$ cat src/rtl/div_pkg.sv
// ============================================================================
// Module   : div_pkg
// Purpose  : Shared types and constants for the sequential 32-bit divider.
// Revision : 1.0 - initial release
// ============================================================================
`default_nettype none

package div_pkg;

    localparam int WIDTH = 32;
    localparam int CNT_W = 6;

    localparam logic [WIDTH-1:0] DIV_ZERO_Q = 32'hFFFF_FFFF;
    localparam logic [WIDTH-1:0] ONE_W      = 32'd1;
    localparam logic [CNT_W-1:0] CNT_LOAD   = 6'd31;
    localparam logic [CNT_W-1:0] CNT_ONE    = 6'd1;

    typedef enum logic [1:0] {
        IDLE = 2'd0,
        CALC = 2'd1,
        DONE = 2'd2
    } state_t;

    // Two's-complement negate when n is set; used for magnitude and sign fix-up.
    function automatic logic [WIDTH-1:0] neg_if(input logic n, input logic [WIDTH-1:0] v);
        return n ? (~v + ONE_W) : v;
    endfunction

endpackage

`default_nettype wire

$ cat src/rtl/cla4.sv
// ============================================================================
// Module   : cla4
// Purpose  : 4-bit carry-lookahead adder slice.
// Revision : 1.0 - initial release
// ============================================================================
`default_nettype none

module cla4 (
    input  logic [3:0] a_i,
    input  logic [3:0] b_i,
    input  logic       c_i,
    output logic [3:0] s_o,
    output logic       c_o
);

    logic [3:0] p;
    logic [3:0] g;
    logic [4:0] c;

    assign p = a_i ^ b_i;
    assign g = a_i & b_i;

    assign c[0] = c_i;
    assign c[1] = g[0] | (p[0] & c[0]);
    assign c[2] = g[1] | (p[1] & g[0]) | (p[1] & p[0] & c[0]);
    assign c[3] = g[2] | (p[2] & g[1]) | (p[2] & p[1] & g[0])
                | (p[2] & p[1] & p[0] & c[0]);
    assign c[4] = g[3] | (p[3] & g[2]) | (p[3] & p[2] & g[1])
                | (p[3] & p[2] & p[1] & g[0]) | (p[3] & p[2] & p[1] & p[0] & c[0]);

    assign s_o = p ^ c[3:0];
    assign c_o = c[4];

endmodule

`default_nettype wire

$ cat src/rtl/sub32.sv
// ============================================================================
// Module   : sub32
// Purpose  : 32-bit subtractor a - b from eight chained cla4 slices
//            (b inverted, carry-in 1); carry-out high means no borrow.
// Revision : 1.0 - initial release
// ============================================================================
`default_nettype none

module sub32
    import div_pkg::*;
(
    input  logic [WIDTH-1:0] a_i,
    input  logic [WIDTH-1:0] b_i,
    output logic [WIDTH-1:0] diff_o,
    output logic             no_borrow_o
);

    logic [WIDTH-1:0] b_n;
    logic [8:0]       c;

    assign b_n  = ~b_i;
    assign c[0] = 1'b1;

    generate
        for (genvar i = 0; i < 8; i++) begin : g_slice
            cla4 u_cla4 (
                .a_i (a_i[4*i +: 4]),
                .b_i (b_n[4*i +: 4]),
                .c_i (c[i]),
                .s_o (diff_o[4*i +: 4]),
                .c_o (c[i+1])
            );
        end
    endgenerate

    assign no_borrow_o = c[8];

endmodule

`default_nettype wire

$ cat src/rtl/div32_seq.sv
// ============================================================================
// Module   : div32_seq
// Purpose  : Sequential 32-bit restoring divider with valid/ready handshakes.
//            Define DIV_SIGNED_EN for two's-complement operands.
// Revision : 1.0 - initial release
// ============================================================================
`default_nettype none

module div32_seq
    import div_pkg::*;
(
    input  logic             clk,
    input  logic             rst,
    input  logic             in_valid,
    output logic             in_ready,
    input  logic [WIDTH-1:0] dividend,
    input  logic [WIDTH-1:0] divisor,
    output logic             out_valid,
    input  logic             out_ready,
    output logic [WIDTH-1:0] quotient,
    output logic [WIDTH-1:0] remainder,
    output logic             div_by_zero
);

    state_t           state_q, state_d;
    logic [WIDTH-1:0] rem_q, dvd_q, dsr_q;
    logic [CNT_W-1:0] cnt_q;
    logic [WIDTH-1:0] quo_q, rmd_q;
    logic             dbz_q;

    logic [WIDTH-1:0] rem_shift, diff, q_raw, r_raw, q_fix, r_fix;
    logic [WIDTH-1:0] dvd_mag, dsr_mag;
    logic             no_borrow, q_bit, accept, dsr_zero;

    assign accept    = (state_q == IDLE) && in_valid;
    assign dsr_zero  = (divisor == '0);
    assign rem_shift = {rem_q[WIDTH-2:0], dvd_q[WIDTH-1]};

    sub32 u_sub32 (
        .a_i         (rem_shift),
        .b_i         (dsr_q),
        .diff_o      (diff),
        .no_borrow_o (no_borrow)
    );

    // A set MSB before the shift means the 33-bit partial remainder already exceeds the divisor.
    assign q_bit = no_borrow | rem_q[WIDTH-1];
    assign q_raw = {dvd_q[WIDTH-2:0], q_bit};
    assign r_raw = q_bit ? diff : rem_shift;

`ifdef DIV_SIGNED_EN
    logic qneg_q, rneg_q;

    always_ff @(posedge clk or posedge rst) begin
        if (rst) begin
            qneg_q <= 1'b0;
            rneg_q <= 1'b0;
        end else if (accept) begin
            qneg_q <= dividend[WIDTH-1] ^ divisor[WIDTH-1];
            rneg_q <= dividend[WIDTH-1];
        end
    end

    assign dvd_mag = neg_if(dividend[WIDTH-1], dividend);
    assign dsr_mag = neg_if(divisor[WIDTH-1], divisor);
    assign q_fix   = neg_if(qneg_q, q_raw);
    assign r_fix   = neg_if(rneg_q, r_raw);
`else
    assign dvd_mag = dividend;
    assign dsr_mag = divisor;
    assign q_fix   = q_raw;
    assign r_fix   = r_raw;
`endif

    always_ff @(posedge clk or posedge rst) begin
        if (rst) begin
            state_q <= IDLE;
        end else begin
            state_q <= state_d;
        end
    end

    always_comb begin
        state_d = state_q;
        case (state_q)
            IDLE:    if (in_valid) state_d = dsr_zero ? DONE : CALC;
            CALC:    if (cnt_q == '0) state_d = DONE;
            DONE:    if (out_ready) state_d = IDLE;
            default: state_d = IDLE;
        endcase
    end

    always_comb begin
        in_ready  = 1'b0;
        out_valid = 1'b0;
        case (state_q)
            IDLE:    in_ready  = 1'b1;
            DONE:    out_valid = 1'b1;
            default: ;
        endcase
    end

    always_ff @(posedge clk or posedge rst) begin
        if (rst) begin
            rem_q <= '0;
            dvd_q <= '0;
            dsr_q <= '0;
            cnt_q <= '0;
            quo_q <= '0;
            rmd_q <= '0;
            dbz_q <= 1'b0;
        end else if (accept) begin
            rem_q <= '0;
            dvd_q <= dvd_mag;
            dsr_q <= dsr_mag;
            cnt_q <= CNT_LOAD;
            dbz_q <= dsr_zero;
            if (dsr_zero) begin
                quo_q <= DIV_ZERO_Q;
                rmd_q <= dividend;
            end
        end else if (state_q == CALC) begin
            rem_q <= r_raw;
            dvd_q <= q_raw;
            cnt_q <= cnt_q - CNT_ONE;
            // The last iteration's result goes straight to the output registers with sign fix-up.
            if (cnt_q == '0) begin
                quo_q <= q_fix;
                rmd_q <= r_fix;
            end
        end
    end

    assign quotient    = quo_q;
    assign remainder   = rmd_q;
    assign div_by_zero = dbz_q;

endmodule

`default_nettype wire
$ cat config.mk
export PLATFORM = sky130hd
export DESIGN_NAME = div32_seq
export DESIGN_NICKNAME = d
export VERILOG_FILES = /design/src/rtl/div_pkg.sv /design/src/rtl/cla4.sv /design/src/rtl/sub32.sv /design/src/rtl/div32_seq.sv
export SDC_FILE = /design/constraint.sdc
export NUM_CORES = 1
export LEC_CHECK = 0
export BUFFER_PORTS_ARGS = -buffer_cell sky130_fd_sc_hd__buf_4
export CAP_MARGIN = 20
export CORE_MARGIN = 2
export CORE_UTILIZATION = 38
export DETAILED_ROUTE_END_ITERATION = 12
export PLACE_DENSITY_LB_ADDON = 0.2
export SYNTH_ARGS = -nofsm -noshare
export SYNTH_HDL_FRONTEND = slang
export SYNTH_HIERARCHICAL = 1
export SYNTH_SLANG_ARGS = --single-unit
export TNS_END_PERCENT = 50
$ cat constraint.sdc
create_clock -name clk -period 9.3 [get_ports clk]
set_input_delay 0.465 -clock clk [delete_from_list [all_inputs] [get_ports clk]]
set_output_delay 0.465 -clock clk [all_outputs]
set_load 0.005 [all_outputs]
After elaboration in Yosys (flattened, before gate mapping)

Cells that the tools add are included.
W data, S select, Z words.

RAM bits: 0
Logic and storage cells: 275
Flip-flop bits (word level): 169
Latch bits: 0
Memory bits (read-only): 0
Memories: 0

Reductions and logical operators: 8
Shift-type cells: 0
Eq/ne operators: 6
Add/subtract/negate cells: 1
$lt $le $gt $ge: 0
Multipliers: 0
Divide/modulo/power cells: 0
Bitwise operators: 230
Multiplexer cells: 22

Operators with widths:

| cell                  | count |
|---|---|
| $mux W32              | 13 |
| $and A1 B1 Y1         | 124 |
| $or A1 B1 Y1          | 81 |
| $xor A4 B4 Y4         | 16 |
| $and A4 B4 Y4         | 8 |
| $logic_not A32 Y1     | 1 |
| $not A32 Y32          | 1 |
| $mux W6               | 2 |
| $mux W2               | 4 |
| $logic_not A6 Y1      | 1 |
| $ne A2 B2 Y1 const B  | 3 |
| $pmux W2 S3           | 1 |
| $reduce_and A3 Y1     | 2 |
| $sub A6 B1 Y6 const B | 1 |
| $reduce_bool A2 Y1    | 2 |
| $eq A2 B1 Y1 const B  | 1 |
| $eq A2 B2 Y1 const B  | 1 |
| $logic_not A2 Y1      | 1 |
| $mux W1               | 2 |
| $ne A2 B1 Y1 const B  | 1 |
| $logic_and A1 B1 Y1   | 1 |

Logic depth before layout (Yosys ltp)

Depth in word-level cells: 26
Mapped depth: 31

Hierarchy

The synthesis kept the hierarchy.

Modules (own cells, without submodules):

| module                                | cells an instance | instances | area an instance (um^2) |
|---|---|---|---|
| div32_seq                             | 824               | 1         | 7898.8 |
| cla4 at u_sub32.g_slice[0].u_cla4 ... | 17                | 6         | 147.6 |
| cla4 at u_sub32.g_slice[6].u_cla4 ... | 13                | 2         | 132.6 |
| sub32                                 | 33                | 1         | 123.9 |

Worst setup path after synthesis

Ideal clock, no wire load.

Path type: register to register
From: register dvd_q[31]
To: register rmd_q[27] (netlist: remainder[27])
Stages on the path, launching flop included: 31
Data arrival time: 6.474 ns
Library setup time: 0.127 ns
Path slack: 2.699 ns
Cells stage by stage: dfrtp_1 -> ha_1 -> a21o_1 -> a31o_1 -> a21o_1 -> a21o_1 -> a31o_1 -> a21o_1 -> a21o_1 -> a31o_1 -> a21o_1 -> a21o_1 -> a31o_1 -> a21o_1 -> a21o_1 -> a31o_1 -> a21o_1 -> a21o_1 -> a31o_1 -> a21o_1 -> a21o_1 -> a31o_1 -> a21o_1 -> a21o_1 -> a31o_1 -> a21o_1 -> nor2_2 -> buf_2 -> mux2i_1 -> mux2i_1 -> a311o_2

Word-level cells in the longest chain between the ends: 23
Elaborated cells between the ends (all ways): 28
Classes of those cells: mux: 4; bitwise: 24

RTL lines:

| what                     | line             | text |
|---|---|---|
| start: declaration       | div32_seq.sv:26  | `logic [WIDTH-1:0] rem_q, dvd_q, dsr_q;` |
| start signal: assignment | div32_seq.sv:114 | `dvd_q <= dvd_mag;` |
| start signal: assignment | div32_seq.sv:124 | `dvd_q <= q_raw;` |
| $and A4 B4 Y4            | cla4.sv:21       | `assign g = a_i & b_i;` |
| $and A1 B1 Y1            | cla4.sv:29       | `\| (p[3] & p[2] & p[1] & g[0]) \| (p[3] & p[2] & p[1] & p[0] & c[0]);` |
| $or A1 B1 Y1             | cla4.sv:29       |  |
| $or A1 B1 Y1 *           | cla4.sv:29       |  |
| named net u_sub32.c[1]   | sub32.sv:19      | `logic [8:0] c;` |
| $and A1 B1 Y1 *          | cla4.sv:29       |  |
| $or A1 B1 Y1 *           | cla4.sv:29       |  |
| named net u_sub32.c[2]   | sub32.sv:19      |  |
| (+2 left out)            | -                |  |
| named net u_sub32.c[3]   | sub32.sv:19      |  |
| (+2 left out)            | -                |  |
| named net u_sub32.c[4]   | sub32.sv:19      |  |
| (+2 left out)            | -                |  |
| named net u_sub32.c[5]   | sub32.sv:19      |  |
| (+2 left out)            | -                |  |
| named net u_sub32.c[6]   | sub32.sv:19      |  |
| (+2 left out)            | -                |  |
| named net u_sub32.c[7]   | sub32.sv:19      |  |
| $and A1 B1 Y1 *          | cla4.sv:29       |  |
| $or A1 B1 Y1 *           | cla4.sv:29       |  |
| named net no_borrow      | div32_seq.sv:33  | `logic no_borrow, q_bit, accept, dsr_zero;` |
| $or A1 B1 Y1 *           | div32_seq.sv:47  | `assign q_bit = no_borrow \| rem_q[WIDTH-1];` |
| $mux W32 *               | div32_seq.sv:49  | `assign r_raw = q_bit ? diff : rem_shift;` |
| $mux W32 *               | div32_seq.sv:127 | `if (cnt_q == '0) begin` |
| $mux W32 *               | div32_seq.sv:122 | `end else if (state_q == CALC) begin` |
| $mux W32 *               | div32_seq.sv:112 | `end else if (accept) begin` |
| end signal: assignment   | div32_seq.sv:120 | `rmd_q <= dividend;` |
| end signal: assignment   | div32_seq.sv:129 | `rmd_q <= r_fix;` |
| end: declaration         | div32_seq.sv:28  | `logic [WIDTH-1:0] quo_q, rmd_q;` |

The timed path passes the listed nets; every way through them passes the cells marked *. The select of a mux whose other input is x is not followed.
A chain may end at the register's enable or synchronous reset.

Worst setup path after layout

From: register dvd_q[31]
To: register rmd_q[28] (netlist: remainder[28])

Same word-level chain as after synthesis.

==> flow_summary.json <==
{
  "status": "completed",
  "yosysTopAreaCell": "dfrtp_1",
  "peakVddDrop_mv": 0.155,
  "synth_edf_count": 0,
  "clock_latency_ns": 0.43,
  "die_h_um": 159,
  "cts_tree": "yes",
  "stdcell_count": 1419,
  "drc_errors": 0,
  "rows": 56,
  "yosysMostFrequentCell": "nand2_1",
  "grt-ovfl-total": 0,
  "dpl.cell_count": 1387,
  "clock-skew-final_ns": 0.0105,
  "hold_violations": 0,
  "hpwl_mm": 17.8,
  "ant_nets": 0,
  "initialDrtViolationCount": 609,
  "synthCells": 985,
  "die_w_um": 159,
  "place_congestion": 0.807,
  "antenna_found_initial": 0,
  "grt_pass1_wl_mm": 41.6,
  "seq_area_frac_synth_pct": 46.1,
  "grt_pass1_vias": 7159,
  "wl_per_cell_um": 18.0,
  "r2r_slack_ns": 1.80,
  "syn_avg_cell_area_um2": 9.31,
  "syn-cell-area_um2": 9170,
  "worst-path-max-fanout": 22,
  "p_sw_share_pct": 40.6,
  "end_kind": "register",
  "drv_cap": 0,
  "area_growth_syn_to_layout_pct": 19.8,
  "rr_startpoint": "dvd_q[31]$_DFFE_PP0P_",
  "r2r_cells": 30,
  "arrival_ns": 7.80,
  "nets": 1197,
  "power.density_nw_per_um2": 387,
  "hold_class": "in2async",
  "rsz0062_at_grt": "no",
  "synth.distinct_cells": 46,
  "post-route-period-util_pct": 80.6,
  "dieArea_um2": 25400,
  "first_pass_iters": 4,
  "ctsHoldBuffers": 0,
  "place_ws_ns": 1.86,
  "synth-seq-cells": 169,
  "vias_per_cell": 5.17,
  "post_cts_buffers": 0,
  "cp_slowest_stage_delay_ns": 0.47,
  "cts_made_buffers": 17,
  "worst_pin_slew_ns": 0.943,
  "clk_pin_slew_ns": 0.07,
  "setup_tns_ns": 0,
  "grt_max_degree": 104,
  "seq_power_share_pct": 31.5,
  "cts_buffer_depth": 2,
  "crit_required_ns": 9.60,
  "clockRootBuffer": "clkbuf_16",
  "timing.rr.end": "remainder[28]$_DFFE_PP0P_",
  "placed_area_um2": 10400,
  "pin_count": 135,
  "cts_resized": 0,
  "drt_wl_total_mm": 25.6,
  "core_um2": 23600,
  "p_leak_nw": 5.48,
  "drv_slew": 0,
  "relSlewSlack_pct": 37.1,
  "ys_top_cells_by_area": "dfrtp_1, nand2_1, mux2i_1",
  "port_buffers": 134,
  "setup_ws_ns": 1.80,
  "whs_ns": 0.235,
  "ys.flop_type": "dfrtp_1",
  "path_class": "reg2reg",
  "period_minus_slack_ns": 7.50,
  "htreeDepth": 4,
  "setup_violations": 0,
  "slowest_stage": "buf_4",
  "finalInstanceArea_um2": 11000,
  "netlist.area_leader.share_pct": 46.1,
  "fmax_ghz": 0.133,
  "clock_sinks": 169,
  "layout-drive-gt1-share_pct": 18.5,
  "async_flop_share_pct": 100,
  "synth_commonest_cells": "nand2_1, dfrtp_1, inv_1",
  "p_int_mw": 2.53,
  "insertedDiodeCount": 0,
  "pwr-share-clk_pct": 17.6,
  "start_util_pct": 38.9,
  "combPwrFrac_pct": 51.0,
  "crit_path_start_kind": "register",
  "cpMostUsedCell": "a21o_1",
  "synth_warnings": 6,
  "power_switching_mw": 1.73,
  "grtUsageTotal_pct": 20.7,
  "vias": 7336
}
[power by group through the flow]
stage	Sequential (mW)	Clock (mW)	Combinational, mW
2_1_floorplan	1.27	0	1.65
3_3_place_gp	1.35	0	2.14
3_5_place_dp	1.35	0	2.18
4_1_cts	1.34	0.760	2.19
5_1_grt	1.38	0.800	2.45
6_report	1.34	0.748	2.17
[worst max-delay path: cells and delay by family, from the launching register on]
kind	cells	cell delay [ns]
buf+inv	1	0.47
flops	1	0.41
mux	2	0.41
fa+ha+maj	1	0.30
compound gates	25	5.34
simple gates	1	0.41
[flip-flops by register name (all words and copies together), names as in the netlist]
signal / count
remainder: 32
quotient: 32
div_by_zero: 1
dsr_q: 32
cnt_q: 6
rem_q: 32
dvd_q: 32
state_q: 2
[layout by cell type, fill, tap and decap left out, types with 20 or more instances in the layout]
cell	n
nor2_1	36
ha_1	34
a21o_1	25
a211oi_1	31
nand3_1	63
mux2i_1	59
dfrtp_1	169
nand2_1	265
inv_1	67
a311o_1	20
buf_4	146
nor3_1	24
[cell families after synthesis]
group | synth area share, %
flops | 46.1
buf+inv | 6.34
fa+ha+maj | 6.38
mux | 7.58
other cells | 0.0409
xor+xnor | 2.58
compound gates | 11.3
simple gates | 19.7
[metal layers]
metal	up-vias	share of wire, %	GRT usage, %
met4	0	1.2	5.08
li1	3573	-	-
met5	-	0	0
met2	225	44	29.8
met1	3521	49	31.7
met3	17	5.8	4.01
[how the worst max path moves through the flow]
stage / cells after the start / to / start / slack (ns)
final: 30 / remainder[28]$_DFFE_PP0P_ / dvd_q[31]$_DFFE_PP0P_ / 1.80
after floorplan: 30 / remainder[27]$_DFFE_PP0P_ / dvd_q[31]$_DFFE_PP0P_ / 2.70
after CTS: 30 / remainder[28]$_DFFE_PP0P_ / dvd_q[31]$_DFFE_PP0P_ / 1.82
after global routing: 30 / remainder[28]$_DFFE_PP0P_ / dvd_q[31]$_DFFE_PP0P_ / 1.45
after detailed placement: 30 / remainder[28]$_DFFE_PP0P_ / dvd_q[31]$_DFFE_PP0P_ / 1.86
after global placement: 30 / remainder[28]$_DFFE_PP0P_ / dvd_q[31]$_DFFE_PP0P_ / 1.98
[area by class of cell]
cell class / count / area (um^2)
timing repair buffer: 146 / 1100
inverter: 68 / 260
clock buffer: 18 / 429
tap: 319 / 399
sequential: 169 / 4230
clock inverter: 14 / 184
multi-input combinational: 685 / 4400
fill: 2280 / 12600
[through the flow]
step | util (%) | power, mW
after CTS | 46.6 | 4.29
after global placement | 44.0 | 3.49
after global routing | 46.6 | 4.63
after detailed placement | 44.0 | 3.53
after floorplan | - | 2.92
final | 46.6 | 4.26
Power figures use the tool's default switching activity.
